File: config.mk
export PLATFORM = sky130hd
export DESIGN_NAME = bcd_to_bin
export DESIGN_NICKNAME = d
export VERILOG_FILES = /design/src/rtl/bcd_to_bin.sv
export SDC_FILE = /design/constraint.sdc
export NUM_CORES = 1
export LEC_CHECK = 0
export BUFFER_PORTS_ARGS = -buffer_cell sky130_fd_sc_hd__buf_2
export CAP_MARGIN = 20
export CORE_ASPECT_RATIO = 0.7
export CORE_MARGIN = 2
export CORE_UTILIZATION = 35
export DETAILED_ROUTE_END_ITERATION = 10
export GPL_TIMING_DRIVEN = 0
export PLACE_DENSITY = 0.63
export SLEW_MARGIN = 20
export SYNTH_ARGS = -nofsm -noshare
export SYNTH_HDL_FRONTEND = slang
export SYNTH_SLANG_ARGS = --single-unit
File: constraint.sdc
create_clock -name clk -period 4 [get_ports clk]
set_input_delay 0.4 -clock clk [delete_from_list [all_inputs] [get_ports clk]]
set_output_delay 0.4 -clock clk [all_outputs]
set_load 0.005 [all_outputs]
File: src/rtl/bcd_to_bin.sv
// Sequential packed-BCD to unsigned binary converter (reverse double-dabble).
// Produces one result bit per clock; start/busy/done handshake, err flags invalid digits.
module bcd_to_bin #(
  parameter int unsigned DIGITS = 3,
  parameter int unsigned BIN_W  = 10
) (
  input  logic                  clk,
  input  logic                  rst,
  input  logic                  start,
  input  logic [4*DIGITS-1:0]   bcd_in,
  output logic                  busy,
  output logic                  done,
  output logic [BIN_W-1:0]      bin_out,
  output logic                  err
);

  localparam int unsigned BCD_W = 4 * DIGITS;
  localparam int unsigned WR_W  = BCD_W + BIN_W;
  localparam int unsigned CNT_W = (BIN_W > 1) ? $clog2(BIN_W) : 1;

  typedef enum logic {
    S_IDLE,
    S_SHIFT
  } state_e;

  state_e             state_q, state_d;
  logic [CNT_W-1:0]   cnt_q, cnt_d;
  logic [BCD_W-1:0]   bcd_q, bcd_d;
  logic [BIN_W-1:0]   bin_q, bin_d;
  logic [BIN_W-1:0]   bin_out_q, bin_out_d;
  logic               done_q, done_d;
  logic               err_q, err_d;

  logic               bad_digit;
  logic [WR_W-1:0]    wr_sh;
  logic [BCD_W-1:0]   bcd_adj;
  logic [3:0]         nib;

  always_comb begin
    bad_digit = 1'b0;
    for (int unsigned i = 0; i < DIGITS; i++) begin
      if (bcd_in[4*i +: 4] > 4'd9) bad_digit = 1'b1;
    end
  end

  // Shift right, then pull each nibble back from >=8 by 3 (inverse of add-3).
  always_comb begin
    wr_sh   = {bcd_q, bin_q} >> 1;
    bcd_adj = wr_sh[WR_W-1:BIN_W];
    nib     = '0;
    for (int unsigned i = 0; i < DIGITS; i++) begin
      nib = bcd_adj[4*i +: 4];
      if (nib >= 4'd8) nib = nib - 4'd3;
      bcd_adj[4*i +: 4] = nib;
    end
  end

  always_comb begin
    state_d   = state_q;
    cnt_d     = cnt_q;
    bcd_d     = bcd_q;
    bin_d     = bin_q;
    bin_out_d = bin_out_q;
    done_d    = 1'b0;
    err_d     = err_q;
    case (state_q)
      S_IDLE: begin
        if (start) begin
          if (bad_digit) begin
            err_d     = 1'b1;
            bin_out_d = '0;
            done_d    = 1'b1;
          end else begin
            bcd_d   = bcd_in;
            bin_d   = '0;
            cnt_d   = '0;
            err_d   = 1'b0;
            state_d = S_SHIFT;
          end
        end
      end
      S_SHIFT: begin
        bcd_d = bcd_adj;
        bin_d = wr_sh[BIN_W-1:0];
        if (cnt_q == CNT_W'(BIN_W - 1)) begin
          bin_out_d = wr_sh[BIN_W-1:0];
          done_d    = 1'b1;
          cnt_d     = '0;
          state_d   = S_IDLE;
        end else begin
          cnt_d = cnt_q + 1'b1;
        end
      end
      default: state_d = S_IDLE;
    endcase
  end

  always_ff @(posedge clk) begin
    if (rst) begin
      state_q   <= S_IDLE;
      cnt_q     <= '0;
      bcd_q     <= '0;
      bin_q     <= '0;
      bin_out_q <= '0;
      done_q    <= 1'b0;
      err_q     <= 1'b0;
    end else begin
      state_q   <= state_d;
      cnt_q     <= cnt_d;
      bcd_q     <= bcd_d;
      bin_q     <= bin_d;
      bin_out_q <= bin_out_d;
      done_q    <= done_d;
      err_q     <= err_d;
    end
  end

  assign busy    = (state_q == S_SHIFT);
  assign done    = done_q;
  assign bin_out = bin_out_q;
  assign err     = err_q;

endmodule

==> insert_results.sql <==
INSERT INTO impl_metrics (metric_group, metric, value, unit) VALUES
('sta', 'worst_clock_skew', '0.00253', 'ns'),
('clock_network', 'clk_latency', '0.29', 'ns'),
('clock_network', 'ctsResizeCount', '0', ''),
('worst_setup_path', 'cp_required', '4.24', 'ns'),
('clock_network', 'numClockSinks', '38', ''),
('worst_setup_path', 'worstRegToRegCells', '6', ''),
('status', 'outcome', 'complete, no violations', ''),
('sta', 'fmax', '626', 'MHz'),
('synth', 'synth-seq-cells', '38', ''),
('clock_network', 'ctsHtreeMaxLevel', '2', ''),
('power', 'p_leak', '0.000805', 'uW'),
('synth', 'ys_seq_area_share', '42.8', '%'),
('place', 'placed_cell_area', '2000', 'um^2'),
('worst_setup_path', 'startpoint_type_of_the_worst_setup_path', 'flip-flop', ''),
('drt', 'drt_first_pass_iters', '5', ''),
('floorplan', 'core_region_area', '4830', 'um^2'),
('sta', 'layout_worst_path_cycle_share', '39.9', '%'),
('drt', 'wire_per_inst', '14.4', 'um'),
('worst_setup_path', 'path_class', 'reg -> reg', ''),
('drt', 'route.detailed.drc', '0', ''),
('hold_path', 'min_delay_path_depth', '3', ''),
('clock_network', 'worst_setup_hold_path_clk_slew', '0.08', 'ns'),
('synth', 'post_synth_num_cell_types', '36', ''),
('clock_network', 'ctsRootBufferMaster', 'sky130_fd_sc_hd__clkbuf_8', ''),
('synth', 'warnings_from_yosys', '0', ''),
('grt', 'grt-ovfl-total', '0', ''),
('worst_setup_path', 'slowest_stage', 'sky130_fd_sc_hd__a221oi_4', ''),
('floorplan', 'chipWidth', '89.2', 'um'),
('power', 'vdd_drop_max', '162', 'uV'),
('grt', 'initial_antenna_violation_count', '0', ''),
('place', 'portBuffers', '27', ''),
('sta', 'final_hold_viol_count', '0', ''),
('worst_setup_path', 'cp.arrival', '1.84', 'ns'),
('worst_setup_path', 'worst_path_cell_trace', 'inv_1, ha_1, nand2_1, nor2_1, a221oi_4, a22o_1', ''),
('floorplan', 'design.die.area', '5670', 'um^2'),
('floorplan', 'boundaryPins', '28', ''),
('grt', 'first_global_vias', '1433', ''),
('clock_network', 'max_clock_buf_depth', '2', ''),
('clock_network', 'cts-buffers-inserted', '5', ''),
('cells_and_area', 'final_core_util', '44.2', '%'),
('sta', 'max_transition_margin', '62.3', '%'),
('worst_setup_path', 'slowest_delay', '0.48', 'ns'),
('drt', 'antenna_violating_nets_post_route', '0', ''),
('place', 'place_ws', '2.31', 'ns'),
('cells_and_area', 'nets', '241', ''),
('synth', 'syn_area_per_cell', '9.56', 'um^2'),
('synth', 'syn-instance-count', '186', ''),
('sta', 'final_critical_path_setup_slack', '2.40', 'ns'),
('sta', 'worst_pin_slew', '0.566', 'ns'),
('cells_and_area', 'final_layout_size_suffix_gt1_share', '22.6', '%'),
('drt', 'routed_via_density', '5.20', ''),
('job', 'max_cap_violations', '0', ''),
('clock_network', 'cts_tree', 'yes', ''),
('sta', 'fin_worst_hold_slack', '0.453', 'ns'),
('sta', 'grt_setup_unrepaired', 'no', ''),
('worst_setup_path', 'endpoint_kind', 'flip-flop', ''),
('drt', 'detailroute.via_count', '1507', ''),
('cells_and_area', 'area.growth.synth_to_final', '20.2', '%'),
('place', 'post-dp-hpwl', '2890', 'um'),
('worst_setup_path', 'timing.critical_path.buf_inv', '1', ''),
('grt', 'grt_usage', '16.0', '%'),
('grt', 'grt_start_max_net_pins', '14', ''),
('cells_and_area', 'antenna_cells_inserted', '0', ''),
('worst_setup_path', 'crit_fanout', '10', ''),
('power', 'pwr_density_cell', '424', 'nW/um^2'),
('hold_path', 'holdCritPathClass', 'in -> reg', ''),
('drt', 'violation_count_after_the_first_detailed_routing_iteration', '76', ''),
('synth', 'synth.net_count', '207', ''),
('drt', 'routed_wl', '4170', 'um'),
('cells_and_area', 'postLayoutCellArea', '2140', 'um^2'),
('synth', 'mappedNetlistArea', '1780', 'um^2'),
('clock_network', 'hold_buffers', '0', ''),
('sta', 'final-max-slew-violation-count', '0', ''),
('worst_setup_path', 'worstSetupPathDepth', '6', ''),
('floorplan', 'initial_core_util', '36.8', '%'),
('sta', 'finalSetupTns', '0', 'ns'),
('place', 'routabilityCongestion', '0.817', ''),
('worst_setup_path', 'crit_family', 'compound AO/OA/AOI/OAI gates', ''),
('sta', 'period_minus_slack', '1.60', 'ns'),
('floorplan', 'rows', '21', ''),
('clock_network', 'cts.repair_timing.setup_buffer_count', '0', ''),
('sta', 'setup_violations', '0', ''),
('grt', 'grt_first_pass_wirelength', '6870', 'um'),
('cells_and_area', 'n_fill_cell', '486', ''),
('floorplan', 'die_height', '63.6', 'um');
-- cells in the mapped netlist --
cell                        instances  area (um^2)
sky130_fd_sc_hd__a21o_1             1         7.51
sky130_fd_sc_hd__a21oi_1           18         90.1
sky130_fd_sc_hd__a221oi_1           3         26.3
sky130_fd_sc_hd__a221oi_2           2         30.0
sky130_fd_sc_hd__a221oi_4           1         26.3
sky130_fd_sc_hd__a22o_1            10         87.6
sky130_fd_sc_hd__a2bb2oi_1          1         8.76
sky130_fd_sc_hd__a31oi_1            2         12.5
sky130_fd_sc_hd__a41oi_1            3         26.3
sky130_fd_sc_hd__and2_1             1         6.26
sky130_fd_sc_hd__and2b_2            1         8.76
sky130_fd_sc_hd__and4_4             1         11.3
sky130_fd_sc_hd__buf_2              3         15.0
sky130_fd_sc_hd__buf_6              3         33.8
sky130_fd_sc_hd__clkbuf_1           7         26.3
sky130_fd_sc_hd__dfxtp_1           38          761
sky130_fd_sc_hd__ha_1               6         75.1
sky130_fd_sc_hd__inv_1              7         26.3
sky130_fd_sc_hd__mux2i_1            5         50.1
sky130_fd_sc_hd__nand2_1           20         75.1
sky130_fd_sc_hd__nand3_1            3         15.0
sky130_fd_sc_hd__nand3_2            1         10.0
sky130_fd_sc_hd__nand3b_1          13         97.6
sky130_fd_sc_hd__nand4_1            1         6.26
sky130_fd_sc_hd__nand4b_1           1         8.76
sky130_fd_sc_hd__nor2_1             3         11.3
sky130_fd_sc_hd__nor2b_1            7         43.8
sky130_fd_sc_hd__nor3_1             8         40.0
sky130_fd_sc_hd__nor4_1             2         12.5
sky130_fd_sc_hd__o21ai_2            1         8.76
sky130_fd_sc_hd__o21ai_4            2         32.5
sky130_fd_sc_hd__o22ai_1            1         6.26
sky130_fd_sc_hd__o311a_1            1         10.0
sky130_fd_sc_hd__o32ai_1            2         17.5
sky130_fd_sc_hd__or3_1              3         18.8
sky130_fd_sc_hd__xnor2_1            4         35.0
-- layer usage --
metal | up-vias | global-route usage [%] | wire (um)
met3 | 5 | 4.19 | 197
met4 | 0 | 5.22 | 45
met2 | 39 | 22.3 | 1750
li1 | 744 | - | -
met1 | 719 | 23.5 | 2170
met5 | - | 0 | 0
-- power breakdown --
part / switching (uW) / total (uW) / internal, uW
registers: 14.0 / 405 / 391
logic: 58.1 / 102 / 44.3
clock network: 148 / 398 / 250
total: 220 / 905 / 685
-- layout by cell type (no fill, tap or decap), types with 2 or more instances in the layout --
cell                        netlist  routed
sky130_fd_sc_hd__nand2_1         20      20
sky130_fd_sc_hd__a221oi_2         2       2
sky130_fd_sc_hd__o21ai_4          2       2
sky130_fd_sc_hd__a221oi_1         3       3
sky130_fd_sc_hd__a21oi_1         18      18
sky130_fd_sc_hd__a31oi_1          2       2
sky130_fd_sc_hd__nor4_1           2       2
sky130_fd_sc_hd__bufinv_16        0       2
sky130_fd_sc_hd__inv_1            7       7
sky130_fd_sc_hd__buf_2            3      30
sky130_fd_sc_hd__nor3_1           8       8
sky130_fd_sc_hd__a22o_1          10      10
sky130_fd_sc_hd__xnor2_1          4       4
sky130_fd_sc_hd__nor2_1           3       3
sky130_fd_sc_hd__ha_1             6       6
sky130_fd_sc_hd__or3_1            3       3
sky130_fd_sc_hd__mux2i_1          5       5
sky130_fd_sc_hd__clkbuf_1         7       7
sky130_fd_sc_hd__o32ai_1          2       2
sky130_fd_sc_hd__buf_6            3       3
sky130_fd_sc_hd__clkbuf_8         0       5
sky130_fd_sc_hd__dfxtp_1         38      38
sky130_fd_sc_hd__nand3_1          3       3
sky130_fd_sc_hd__a41oi_1          3       3
sky130_fd_sc_hd__nand3b_1        13      13
sky130_fd_sc_hd__nor2b_1          7       7
-- final cells by class --
type | instances | area (um^2) | share of cell area [%]
buffer | 13 | 75.1 | 3.51
clock buffer | 5 | 68.8 | 3.22
clock inverter | 3 | 68.8 | 3.22
inverter | 7 | 26.3 | 1.23
multi-input combinational | 128 | 916 | 42.9
sequential | 38 | 761 | 35.6
tap | 69 | 86.3 | 4.04
timing repair buffer | 27 | 135 | 6.32
-- cells by family after synthesis --
| group | share of synthesized area [%] |
|---|---|
| adders and majority gates | 4.22 |
| DFF | 42.8 |
| buffers and inverters | 5.70 |
| AOI/OAI and AO/OA | 22.0 |
| muxes | 2.82 |
| and+or+nand+nor | 20.5 |
| xor gates and xnor gates | 1.97 |
-- final timing paths --
path | start | to | slack [ns]
setup reg to reg | cnt_q[1]$_SDFFE_PP0P_ | bin_out[7]$_SDFFE_PP0P_ | 2.40
hold / removal | bcd_in[8] | bcd_q[8]$_SDFFE_PP0P_ | 0.45
hold reg to reg | bcd_q[0]$_SDFFE_PP0P_ | bin_q[9]$_SDFFE_PP0P_ | 0.47
setup / recovery | cnt_q[1]$_SDFFE_PP0P_ | bin_out[7]$_SDFFE_PP0P_ | 2.40
-- per-stage QoR --
step	total power, uW	std cells
2_1_floorplan	481	186
3_3_place_gp	514	282
3_5_place_dp	515	282
4_1_cts	909	290
5_1_grt	942	290
6_report	905	290
-- worst min-delay path: stages --
cell                       delay [ns]
sky130_fd_sc_hd__buf_2           0.10
sky130_fd_sc_hd__a21oi_1         0.12
sky130_fd_sc_hd__a221oi_1        0.08
-- state kept, by name, indices dropped and copies added (netlist names) --
signal and flops:
busy 1, done 1, err 1, bin_q 9
cnt_q 4, bcd_q 12, bin_out 10
No activity file was read; power rests on OpenSTA's default activity.
